## src/rtl/eco32_core_mpu_cfr_trc_pkg.sv

```systemverilog
// Shared record layout and limits for the CFR flag-change trace buffer.
package eco32_core_mpu_cfr_trc_pkg;

    localparam int unsigned REC_W        = 32;
    localparam int unsigned REC_LOST_BIT = 31;
    localparam int unsigned REC_TH_BIT   = 30;
    localparam int unsigned REC_TS_MSB   = 29;
    localparam int unsigned REC_TS_LSB   = 7;
    localparam int unsigned REC_FLAGS_W  = 7;
    localparam int unsigned REC_TS_W     = REC_TS_MSB - REC_TS_LSB + 1;

    localparam logic [7:0] DROPS_MAX = 8'd255;

    function automatic logic [REC_W-1:0] rec_pack(
        input logic                   lost,
        input logic                   th,
        input logic [REC_TS_W-1:0]    ts,
        input logic [REC_FLAGS_W-1:0] flags
    );
        return {lost, th, ts, flags};
    endfunction

endpackage

```

## src/rtl/eco32_core_mpu_cfr_trc_fifo.sv

```systemverilog
// First-word-fall-through FIFO; the caller guarantees wr_i is never raised when a write cannot land.
module eco32_core_mpu_cfr_trc_fifo #(
    parameter int unsigned DEPTH_LOG = 4,
    parameter int unsigned WIDTH     = 32
) (
    input  logic               clk,
    input  logic               rst,
    input  logic               wr_i,
    input  logic [WIDTH-1:0]   din_i,
    output logic               full_o,
    input  logic               rd_i,
    output logic [WIDTH-1:0]   dout_o,
    output logic               val_o,
    output logic [DEPTH_LOG:0] cnt_o
);

    localparam int unsigned DEPTH = 1 << DEPTH_LOG;

    logic [WIDTH-1:0]     mem_q [DEPTH];
    logic [DEPTH_LOG-1:0] wptr_q, wptr_d;
    logic [DEPTH_LOG-1:0] rptr_q, rptr_d;
    logic [DEPTH_LOG:0]   cnt_q, cnt_d;
    logic                 do_rd;

    assign val_o  = (cnt_q != '0);
    assign full_o = (cnt_q == (DEPTH_LOG + 1)'(DEPTH));
    assign cnt_o  = cnt_q;
    assign do_rd  = rd_i & val_o;
    // Gate the head so an unwritten entry never leaks out while empty.
    assign dout_o = val_o ? mem_q[rptr_q] : '0;

    always_comb begin
        wptr_d = wptr_q;
        rptr_d = rptr_q;
        cnt_d  = cnt_q;
        if (wr_i) begin
            wptr_d = wptr_q + DEPTH_LOG'(1);
        end
        if (do_rd) begin
            rptr_d = rptr_q + DEPTH_LOG'(1);
        end
        if (wr_i && !do_rd) begin
            cnt_d = cnt_q + (DEPTH_LOG + 1)'(1);
        end else if (!wr_i && do_rd) begin
            cnt_d = cnt_q - (DEPTH_LOG + 1)'(1);
        end
    end

    always_ff @(posedge clk or posedge rst) begin
        if (rst) begin
            wptr_q <= '0;
            rptr_q <= '0;
            cnt_q  <= '0;
        end else begin
            wptr_q <= wptr_d;
            rptr_q <= rptr_d;
            cnt_q  <= cnt_d;
        end
    end

    always_ff @(posedge clk) begin
        if (wr_i) begin
            mem_q[wptr_q] <= din_i;
        end
    end

endmodule

```

## src/rtl/eco32_core_mpu_cfr_trc.sv

```systemverilog
// CFR flag-change trace: timestamps and thread-tags each strobed flag update into a debug FIFO,
// tracking overflow with a lost marker, sticky flag and saturating drop counter.
module eco32_core_mpu_cfr_trc
    import eco32_core_mpu_cfr_trc_pkg::*;
#(
    parameter int unsigned     DEPTH_LOG  = 4,
    parameter int unsigned     TS_W       = 23,
    // Timestamp reset value (normally 0).
    parameter logic [TS_W-1:0] TS_RST_VAL = '0
) (
    input  logic                 clk,
    input  logic                 rst,
    input  logic                 i_en,
    input  logic                 i_stb,
    input  logic [6:0]           i_flags,
    output logic                 o_val,
    output logic [31:0]          o_data,
    input  logic                 i_ack,
    output logic [DEPTH_LOG:0]   o_cnt,
    output logic                 o_ovf,
    output logic [7:0]           o_drops,
    input  logic                 i_clr
);

    logic [TS_W-1:0] ts_q, ts_d;
    logic            th_q, th_d;
    logic            lost_q, lost_d;
    logic            ovf_q, ovf_d;
    logic [7:0]      drops_q, drops_d;

    logic            wr_req, pop, full, accept, drop;
    logic [REC_W-1:0] rec;

    assign wr_req = i_en & i_stb;
    assign pop    = o_val & i_ack;
    // A full FIFO still takes the write when the head leaves in the same cycle.
    assign accept = wr_req & (~full | pop);
    assign drop   = wr_req & ~accept;
    assign rec    = rec_pack(lost_q, th_q, ts_q, i_flags);

    always_comb begin
        ts_d    = ts_q + TS_W'(1);
        th_d    = ~th_q;
        lost_d  = lost_q;
        ovf_d   = ovf_q;
        drops_d = drops_q;
        if (accept) begin
            lost_d = 1'b0;
        end else if (drop) begin
            lost_d = 1'b1;
            ovf_d  = 1'b1;
            if (drops_q != DROPS_MAX) begin
                drops_d = drops_q + 8'd1;
            end
        end
        if (i_clr) begin
            ovf_d   = 1'b0;
            drops_d = '0;
        end
    end

    always_ff @(posedge clk or posedge rst) begin
        if (rst) begin
            ts_q    <= TS_RST_VAL;
            th_q    <= 1'b0;
            lost_q  <= 1'b0;
            ovf_q   <= 1'b0;
            drops_q <= '0;
        end else begin
            ts_q    <= ts_d;
            th_q    <= th_d;
            lost_q  <= lost_d;
            ovf_q   <= ovf_d;
            drops_q <= drops_d;
        end
    end

    eco32_core_mpu_cfr_trc_fifo #(
        .DEPTH_LOG (DEPTH_LOG),
        .WIDTH     (REC_W)
    ) u_fifo (
        .clk    (clk),
        .rst    (rst),
        .wr_i   (accept),
        .din_i  (rec),
        .full_o (full),
        .rd_i   (i_ack),
        .dout_o (o_data),
        .val_o  (o_val),
        .cnt_o  (o_cnt)
    );

    assign o_ovf   = ovf_q;
    assign o_drops = drops_q;

endmodule

```

## config.mk

```make
export PLATFORM = sky130hd
export DESIGN_NAME = eco32_core_mpu_cfr_trc
export DESIGN_NICKNAME = d
export VERILOG_FILES = /design/src/rtl/eco32_core_mpu_cfr_trc_pkg.sv /design/src/rtl/eco32_core_mpu_cfr_trc_fifo.sv /design/src/rtl/eco32_core_mpu_cfr_trc.sv
export SDC_FILE = /design/constraint.sdc
export NUM_CORES = 1
export LEC_CHECK = 0
export CORE_MARGIN = 4
export CORE_UTILIZATION = 40
export CTS_CLUSTER_DIAMETER = 200
export CTS_CLUSTER_SIZE = 24
export DETAILED_ROUTE_END_ITERATION = 16
export PLACE_DENSITY = 0.55
export SLEW_MARGIN = 5
export SYNTH_ARGS = -nofsm -noshare
export SYNTH_HDL_FRONTEND = slang
export SYNTH_SLANG_ARGS = --single-unit
```

## constraint.sdc

```tcl
create_clock -name clk -period 7.9 [get_ports clk]
set_input_delay 1.185 -clock clk [delete_from_list [all_inputs] [get_ports clk]]
set_output_delay 1.185 -clock clk [all_outputs]
set_load 0.01 [all_outputs]
```

==> run_results.csv <==
group,metric,value,unit
run_status,result_of_the_run,"finished, final reports clean",
die,floorplan.die_area,0.0582,mm^2
flow_run,maxCapViolations,0,
critical_path,cpMaxStageDelayCell,"buf_4",
synth,synth.cell_area,0.0218,mm^2
detailed_routing,detail_route.wl_per_cell,25.4,um
finish,drive_above_1_share,18.5,%
detailed_routing,detail_route.first_pass.iterations,5,
synth,synth.avg_cell_area,20.5,um^2
grt,gr-max-usage-layer,"met2",
grt,first_global_vias,10600,
finish,fin_util,44.7,%
critical_path,crit_top_cell,"buf_4",
sta,fmax,198,MHz
sta,timing.final.max_slew_violations,0,
critical_path,setup.worst_path.start_class,"flip-flop",
critical_path,critPathTopFamily,"buffers and inverters",
sta,final.setup_skew,26.4,ps
grt,globalRouteTotalUtil,16.3,%
grt,maximum_number_of_pins_on_one_net_before_global_route_repair,84,
power_and_ir_drop,vdd_ir_drop_max,214,uV
critical_path,cp_num_buf_inv,3,
synth,synth_flop_cell,"edfxtp_1",
synth,ys_types,45,
synth,ys_warn_count,0,
detailed_routing,vias,10100,
die,core,0.0538,mm^2
sta,hold_viol,0,
synth,synth.net_count,1086,
clock_tree,post_cts_buffers,0,
finish,final_common_cell,"edfxtp_1",
die,fp-row-count,85,
finish,final_cells,1834,
clock_tree,max-clock-path-buffers,3,
detailed_routing,vias_per_cell,5.52,
critical_path,cp_data_required_time,6710,ps
synth,synth-edff-count,512,
placed_design,dp.cells,1785,
finish,areaGrowthSynthToFinish,10.5,%
critical_path,criticalPathCategory,"flip-flop to primary output",
clock_tree,post_cts.resized_instances,0,
critical_path,data_arrival_critical_path,3880,ps
die,die_width,241,um
finish,commonest_non_fill_non_tap_cells_in_the_layout,"512 x edfxtp_1, 128 x mux4_2, 76 x nand3_1",
sta,final-setup-viol-count,0,
sta,final_period_minus_worst_setup_slack,5060,ps
critical_path,end_kind,"primary output",
clock_tree,cts_hold_buf,0,
clock_tree,cts.sink_count,559,
detailed_routing,remaining_drc_errors,0,
synth,ys_ff_latch,559,
synth,post_synth_inst_count,1061,
clock_tree,cts.clk_slew.worst_paths,100,ps
placed_design,post-dp-hpwl,24300,um
synth,async_set_or_reset_register_ratio_after_synthesis,8.41,%
sta,worstMarginPinSlew,1130,ps
power_and_ir_drop,power.density_cell_area,305,mW/mm^2
detailed_routing,drtIter0Drc,732,
finish,final_net_count,1143,
hold_path,hp_start,"o_ovf",
grt,groute.layer.met3.usage,1.87,%
clock_tree,worst_skew_pair.late_latency,590,ps
placed_design,portBuffers,59,
grt,grt_antenna_before_repair,0,
grt,grtUsageMet2,27.7,%
die,floorplan.io_pins,60,
sta,finalSetupTns,0,ps
finish,num_antenna_cells,0,
grt,global_route_wire_length_before_repair,70600,um
critical_path,cp_cell_sequence,"nor4_1, nand2_2, buf_4, nand2b_2, buf_4, o211ai_1, clkdlybuf4s50_1",
sta,setup_repair_after_global_routing_missed_its_margin,"false",
die,starting_utilization_of_the_core_area,40.5,%
sta,hold_slack,520,ps
clock_tree,cts_tree,"done",
grt,global_route.overflow_total,0,
clock_tree,cts_inserted_buffers,27,
power_and_ir_drop,power_leakage,7.83,nW
detailed_routing,routed_wirelength,46600,um
sta,slew-limit-headroom,25.0,%
die,die_h,241,um
critical_path,setup.worst_path.start,"u_fifo.cnt_o[0]",
critical_path,critical_path.reg2reg.startpoint,"u_fifo.cnt_o[0]",
synth,synth.yosys.seq_area_share,76.0,%
detailed_routing,drtAntennaViolNets,0,
clock_tree,htreeDepth,1,
sta,layout_worst_path_cycle_share,64.1,%
critical_path,timing.critical_path.slowest_cell_delay,700,ps
placed_design,final_weighted_congestion_of_routability_driven_global_placement,0.714,
grt,met1_layer_usage_reported_by_global_route,23.2,%
finish,num-fill-cells,4610,
clock_tree,root_buffer_master,"clkbuf_16",
critical_path,critical_path_peak_fanout,67,
hold_path,min_path_type,"flip-flop to flip-flop",
worst paths after layout:
path                                         end  slack [ps]  cells past startpoint
worst max-delay path                   o_data[7]        2840                      7
worst min register to register             o_ovf         520                      2
min in group asynchronous             o_drops[6]        1090                      3
worst max register to register   u_fifo.cnt_o[4]        4910                      8
max in group asynchronous       u_fifo.rptr_q[0]        6300                      3
worst min-delay path                       o_ovf         520                      2
through the flow:
stage	total power, mW	cell area (um^2)	setup WS, ps
2_1_floorplan	4.98	21800	4180
5_1_grt	7.73	24100	2600
6_report	7.33	24100	2840
3_5_place_dp	5.92	23300	3390
4_1_cts	7.46	24100	2740
3_3_place_gp	5.91	23300	3420
synthesized netlist by cell type, drive strengths merged, types with 3 or more instances:
master	n	area share, %
edfxtp	512	71
mux4	128	13
nand3	76	1.7
dfrtp	47	5.4
o211ai	35	1.2
mux2i	33	1.5
clkbuf	31	0.54
buf	25	0.49
nand2	21	0.36
inv	19	0.33
xnor2	17	0.68
and2	13	0.37
xor2	13	0.52
nor2	12	0.21
ha	11	0.63
a21oi	7	0.16
nand4	7	0.20
o21ai	6	0.14
nor2b	5	0.14
nor3	5	0.11
or3	5	0.14
or4	4	0.16
and4	3	0.12
nor4	3	0.086
o311ai	3	0.12
final cells by class:
cell class	count	area (um^2)	area share [%]
Clock buffer	48	754	3.13
Clock inverter	1	20.0	0.0832
Inverter	19	71.3	0.296
Multi-Input combinational cell	427	4990	20.7
Sequential cell	559	16600	68.8
Tap cell	696	871	3.62
Timing Repair Buffer	84	803	3.34
worst reg2reg max path: stages (launching register included):
cell and delay [ps]:
dfrtp_1 460, or4_4 580, o21ai_1 360, ha_1 330, inv_1 120, ha_1 330, nor2b_1 160, o21a_1 190
o311ai_0 340
power by group:
| part | total (mW) | switching (mW) | internal (mW) |
|---|---|---|---|
| clock | 1.55 | 0.890 | 0.659 |
| combinational | 2.23 | 1.12 | 1.11 |
| sequential | 3.56 | 0.192 | 3.37 |
kinds of logic after synthesis:
family | count (synthesis) | share of synthesized area, %
buffers and inverters | 75 | 1.36
adder cells (fa/ha/maj) | 12 | 0.724
AO/OA/AOI/OAI | 59 | 1.91
multiplexers | 163 | 14.9
XOR/XNOR | 30 | 1.21
flip-flops | 559 | 76.0
AND/OR/NAND/NOR | 163 | 3.96
sequential cells by signal (all words and copies together) (netlist names):
signal,flops
lost_q,1
o_drops,8
o_ovf,1
th_q,1
ts_q,23
u_fifo.cnt_o,5
u_fifo.mem_q,512
u_fifo.rptr_q,4
u_fifo.wptr_q,4
routing by layer:
metal	vias to the layer above	wire [um]
li1	4445	-
met1	5474	20900
met2	159	23400
met3	47	1410
met4	0	953
met5	-	0
Power figures use the tool's default switching activity.
